[src/rtl/pwm_multi_driver.sv]
`default_nettype none
// ============================================================================
// Module      : pwm_multi_driver
// Description : Multi-channel PWM generator. One shared prescaler and period
//               counter (edge- or center-aligned) feed a per-channel duty
//               compare. Configuration is double-buffered (staging -> active)
//               and only swapped at a period boundary, so no runt pulses.
// Revision    : 1.0 - initial release
// ============================================================================
module pwm_multi_driver #(
  parameter int CHANNELS   = 4,
  parameter int WIDTH      = 8,
  parameter int PRESCALE_W = 8
) (
  input  logic                      clk_in,
  input  logic                      rst_n_in,
  input  logic                      enable_in,
  input  logic                      update_in,
  input  logic [WIDTH-1:0]          period_in,
  input  logic [PRESCALE_W-1:0]     prescale_in,
  input  logic                      center_mode_in,
  input  logic [CHANNELS*WIDTH-1:0] duty_in,
  input  logic [CHANNELS-1:0]       polarity_in,
  output logic                      update_ack_out,
  output logic                      period_start_out,
  output logic [CHANNELS-1:0]       pwm_out
);

  // Prescaler and period counter state
  logic [PRESCALE_W-1:0]     presc_q, presc_d;
  logic [WIDTH-1:0]          cnt_q, cnt_d;
  logic                      down_q, down_d;

  // Active (in-use) configuration
  logic [WIDTH-1:0]          period_act_q;
  logic [PRESCALE_W-1:0]     prescale_act_q;
  logic                      center_act_q;
  logic [CHANNELS*WIDTH-1:0] duty_act_q;
  logic [CHANNELS-1:0]       pol_act_q;

  // Staging configuration, written by update_in
  logic [WIDTH-1:0]          period_stg_q;
  logic [PRESCALE_W-1:0]     prescale_stg_q;
  logic                      center_stg_q;
  logic [CHANNELS*WIDTH-1:0] duty_stg_q;
  logic [CHANNELS-1:0]       pol_stg_q;
  logic                      pending_q, pending_d;

  // Output pipeline: bnd_q/ld_q sit at cnt timing, outputs one clock later
  logic                      bnd_q, ld_q;
  logic [CHANNELS-1:0]       pwm_q, pwm_d;
  logic                      pstart_q, ack_q;

  logic                      tick;
  logic                      boundary;
  logic                      load;
  logic [CHANNELS-1:0]       cmp_active;

  // Next-state for prescaler and period counter, boundary and load decisions
  always_comb begin
    presc_d  = presc_q;
    cnt_d    = cnt_q;
    down_d   = down_q;
    tick     = enable_in && (presc_q >= prescale_act_q);
    if (!enable_in) begin
      // Idle: hold both counters at the start of a period
      presc_d = '0;
      cnt_d   = '0;
      down_d  = 1'b0;
    end else begin
      presc_d = tick ? '0 : presc_q + PRESCALE_W'(1);
      if (tick) begin
        if (!center_act_q) begin
          cnt_d  = (cnt_q >= period_act_q) ? '0 : cnt_q + WIDTH'(1);
          down_d = 1'b0;
        end else if (down_q || (cnt_q >= period_act_q)) begin
          // Descending leg (or turning at the top). Reaching 0 ends the
          // period; period 0 keeps cnt pinned at 0.
          if (cnt_q <= WIDTH'(1)) begin
            cnt_d  = '0;
            down_d = 1'b0;
          end else begin
            cnt_d  = cnt_q - WIDTH'(1);
            down_d = 1'b1;
          end
        end else begin
          cnt_d  = cnt_q + WIDTH'(1);
          down_d = 1'b0;
        end
      end
    end
    boundary = tick && (cnt_d == '0);
    // Disabled: any pending config may be applied straight away
    load     = pending_q && (boundary || !enable_in);
    // A capture on a load cycle re-arms pending for the next boundary
    if (update_in)
      pending_d = 1'b1;
    else if (load)
      pending_d = 1'b0;
    else
      pending_d = pending_q;
  end

  // Per-channel duty compare against the current count
  for (genvar n = 0; n < CHANNELS; n++) begin : g_compare
    assign cmp_active[n] = (cnt_q < duty_act_q[n*WIDTH +: WIDTH]);
  end

  // Registered output value: idle level equals the polarity setting
  always_comb begin
    pwm_d = pol_act_q;
    if (enable_in)
      pwm_d = cmp_active ^ pol_act_q;
  end

  // Counter registers
  always_ff @(posedge clk_in or negedge rst_n_in) begin
    if (!rst_n_in) begin
      presc_q <= '0;
      cnt_q   <= '0;
      down_q  <= 1'b0;
    end else begin
      presc_q <= presc_d;
      cnt_q   <= cnt_d;
      down_q  <= down_d;
    end
  end

  // Staging capture and pending flag
  always_ff @(posedge clk_in or negedge rst_n_in) begin
    if (!rst_n_in) begin
      period_stg_q   <= '1;
      prescale_stg_q <= '0;
      center_stg_q   <= 1'b0;
      duty_stg_q     <= '0;
      pol_stg_q      <= '0;
      pending_q      <= 1'b0;
    end else begin
      if (update_in) begin
        period_stg_q   <= period_in;
        prescale_stg_q <= prescale_in;
        center_stg_q   <= center_mode_in;
        duty_stg_q     <= duty_in;
        pol_stg_q      <= polarity_in;
      end
      pending_q <= pending_d;
    end
  end

  // Active configuration, swapped only on a load
  always_ff @(posedge clk_in or negedge rst_n_in) begin
    if (!rst_n_in) begin
      period_act_q   <= '1;
      prescale_act_q <= '0;
      center_act_q   <= 1'b0;
      duty_act_q     <= '0;
      pol_act_q      <= '0;
    end else if (load) begin
      period_act_q   <= period_stg_q;
      prescale_act_q <= prescale_stg_q;
      center_act_q   <= center_stg_q;
      duty_act_q     <= duty_stg_q;
      pol_act_q      <= pol_stg_q;
    end
  end

  // Output pipeline; an idle counter sitting at 0 counts as a period start
  always_ff @(posedge clk_in or negedge rst_n_in) begin
    if (!rst_n_in) begin
      bnd_q    <= 1'b1;
      ld_q     <= 1'b0;
      pwm_q    <= '0;
      pstart_q <= 1'b0;
      ack_q    <= 1'b0;
    end else begin
      bnd_q    <= enable_in ? boundary : 1'b1;
      ld_q     <= load;
      pwm_q    <= pwm_d;
      pstart_q <= enable_in && bnd_q;
      ack_q    <= ld_q;
    end
  end

  assign pwm_out          = pwm_q;
  assign period_start_out = pstart_q;
  assign update_ack_out   = ack_q;

endmodule
`default_nettype wire

[config.mk]
export PLATFORM = sky130hd
export DESIGN_NAME = pwm_multi_driver
export DESIGN_NICKNAME = d
export VERILOG_FILES = /design/src/rtl/pwm_multi_driver.sv
export SDC_FILE = /design/constraint.sdc
export NUM_CORES = 1
export LEC_CHECK = 0
export BUFFER_PORTS_ARGS = -buffer_cell sky130_fd_sc_hd__buf_4
export CAP_MARGIN = 20
export CORE_MARGIN = 8
export CORE_UTILIZATION = 37
export CTS_CLUSTER_SIZE = 30
export DETAILED_ROUTE_END_ITERATION = 8
export PLACE_DENSITY_LB_ADDON = 0.12
export SETUP_SLACK_MARGIN = 0.15
export SLEW_MARGIN = 20
export SYNTH_ARGS = -nofsm -noshare
export SYNTH_HDL_FRONTEND = slang
export SYNTH_SLANG_ARGS = --single-unit
[constraint.sdc]
create_clock -name clk_in -period 10.8 [get_ports clk_in]
set_clock_uncertainty 0.15 [all_clocks]
set_input_delay 0.54 -clock clk_in [delete_from_list [all_inputs] [get_ports clk_in]]
set_output_delay 0.54 -clock clk_in [all_outputs]
set_load 0.01 [all_outputs]
==> metrics.cfg <==
[die]
ioPinCount = 63
die_w_um = 150
die_h_um = 150
dieArea_um2 = 22400
core_area_um2 = 17700
rows = 49
initial_core_util_pct = 37.2

[sta]
setup_violations = 0
hold_viol = 0
slew_violations = 0
hold_ws_ns = 0.198
rsz0062_at_grt = false
setup_tns_ns = 0
slew_headroom_pct = 32.5
fin_crit_ns = 5.32
worst_pin_slew_ns = 1.01
period_share_pct = 49.3
fmax_ghz = 0.188

[setup_path]
endpoint_kind = flop
ff2ff_path_depth = 10
cp_max_fo = 34
startpoint_type = flop
crit_slowest_cell = o32ai_4
required_ns = 10.95
critical_path_class = flop to flop
max_stage_delay_ns = 0.89
critical_path_arrival_ns = 5.47
rrSetupSlack_ns = 5.48
crit_chain = ha_1 > a21o_1 > a221o_1 > a221oi_4 > nor2_1 > and3_1 > a311o_1 > o32ai_4 > buf_4 > mux2_2

[synth]
postSynth.asyncResetShare_pct = 100
syn_nets = 640
synth.most_common_cell = dfrtp_1
synth_top_flop_cell = dfrtp_1
seq_area_frac_synth_pct = 50.4
synthCells = 535
synth.largest_area_cell = dfrtp_1
synth-edff-count = 0
synth.distinct_cells = 56
avgSynthCellArea_um2 = 12.3
synth_common_cells = dfrtp_1, mux2_2, ha_1, inv_1
synth.top_cell.area_share_pct = 43.6
synth.cell_area_um2 = 6600
yosys-top-cells-area = dfrtp_1, mux2_2, ha_1
synth_seq_cells = 132
yosys_warnings = 0

[cts]
clk_pin_slew_ns = 0.06
clock_path_buffers = 2
cts_sinks = 132
post_cts_buffers = 0
cts_buffers = 17
clkLatencyLatePin_ns = 0.42
htreeDepth = 4
cts_tree = yes
cts-root-buf = clkbuf_16

[final_layout]
area_growth_pct = 19.6
nets = 702
fillers = 1642
final_layout_size_suffix_gt1_share_pct = 35.6
n_antenna_cell = 0
utilization_pct = 44.5

[placed_design]
dp.final_hpwl_mm = 9.22
globalplace.congestion = 0.808
port_buffers = 62

[worst_hold_path]
hp-class = input pin to flop
hold_depth = 2

[global_route]
antenna_found_initial = 0
grt_pass1_vias = 4653
grtUsageTotal_pct = 13.3
grt_overflow_total = 0
grt_pass1_wl_mm = 23.6
grt_max_degree = 68

[detailed_routing]
drt-wirelength-per-cell_um = 16.4
via_count = 4219
ant_nets = 0
post-route-drc-count = 0
wl_mm = 13.7
drtIter0Drc = 142
drt_pre_antenna_iters = 4
viasPerCell = 5.03

[power]
ir_worst_vdd_mv = 0.110
total_power_uw = 1430
p_per_area_nw_per_um2 = 181
leakagePower_uw = 0.00377

[job]
cap_viol_max_count = 0

[outcome]
status = completed

==> placed cells by master (no fill, tap or decap), types with 2 or more instances in the layout <==
cell type	Yosys	layout
a211oi_1	5	5
a21o_1	18	18
a21oi_1	11	11
a22o_1	2	2
a22oi_1	2	2
a311o_1	2	2
a32oi_1	2	2
and3_1	7	7
buf_4	0	63
bufinv_16	0	4
clkbuf_16	0	17
clkbuf_8	0	2
clkinv_2	0	3
clkinv_4	0	3
dfrtp_1	115	115
dfstp_2	17	17
ha_1	48	48
inv_1	48	48
mux2_1	7	7
mux2_2	100	100
mux2i_1	2	2
nand2_1	16	16
nand2b_1	5	5
nand3_1	12	12
nand4_1	2	2
nor2_1	18	18
nor2b_1	2	2
nor3_1	4	4
nor4_1	4	4
o21a_1	4	4
o21ai_0	14	14
o22ai_1	2	2
o31a_1	3	3
o32ai_1	2	2
or3_1	2	2
xnor2_1	10	10
xor2_1	6	6
==> sequential cells by signal, summed over array words and instances, names as in the netlist, 8 cells and up <==
signal          flops
prescale_act_q      8
duty_act_q         32
period_act_q        8
prescale_stg_q      8
duty_stg_q         32
period_stg_q        8
presc_q             8
cnt_q               8
==> power breakdown <==
group | leakage, µW | internal [µW] | switching (µW)
clock | 0.000310 | 399 | 219
sequential | 0.00156 | 573 | 42.0
combinational | 0.00189 | 110 | 87.0
total | 0.00377 | 1080 | 348
==> area by class of cell <==
cell class                      count  area [µm²]  share of cell area, %
Clock inverter                     12         178                   2.25
Clock buffer                       20         457                   5.79
Inverter                           49         184                   2.33
Tap cell                          229         287                   3.63
Multi-Input combinational cell    332        2970                   37.6
Timing Repair Buffer               65         494                   6.26
Sequential cell                   132        3320                   42.1
==> critical path, delay by kind of cell, from the launching register on <==
kind	cells	cell delay, ns
fa+ha+maj	1	0.37
compound gates	5	2.46
simple gates	2	0.48
flops	1	0.77
buf+inv	1	0.56
mux	1	0.40
==> cells by family (layout without fill, tap and decap cells) <==
family                     Yosys count  in the layout  synth area share (%)
buffers and inverters               71            146                  4.63
and+or+nand+nor                     77             77                  5.78
DFF                                132            132                  50.4
muxes                              109            109                  18.6
AOI/OAI and AO/OA                   82             82                  9.42
xor gates and xnor gates            16             16                  2.12
adders and majority gates           48             48                  9.10
==> through the flow <==
stage	setup WS [ns]	cell area (µm²)	cells
final	5.48	7890	839
after global routing	5.11	7890	839
after CTS	5.41	7890	839
after detailed placement	5.39	7250	806
after global placement	5.48	7250	806
after floorplan	6.94	6600	535
==> per-layer routing <==
metal	vias to the layer above	GRT usage [%]	wire, µm
met1	2109	16.8	6370
met4	0	4.29	114
met5	-	0	0
met3	12	4.14	613
met2	81	21.4	6650
li1	2017	-	-
==> final timing paths <==
check,startpoint,endpoint
max,cnt_q[4],duty_act_q[10]
min,duty_in[14],duty_stg_q[14]
max reg2reg,cnt_q[4],duty_act_q[10]
min reg2reg,ld_q,update_ack_out
max in group asynchronous,rst_n_in,duty_act_q[1]
min in group asynchronous,rst_n_in,update_ack_out
==> what timing repair did <==
item | CTS | global route
gates resized for setup | 0 | 0
setup endpoints to repair | 0 | 0
hold buffers | 1 | 0
endpoints found under the hold margin | 1 | 0
Note: power is estimated with default switching activity, not from simulation.
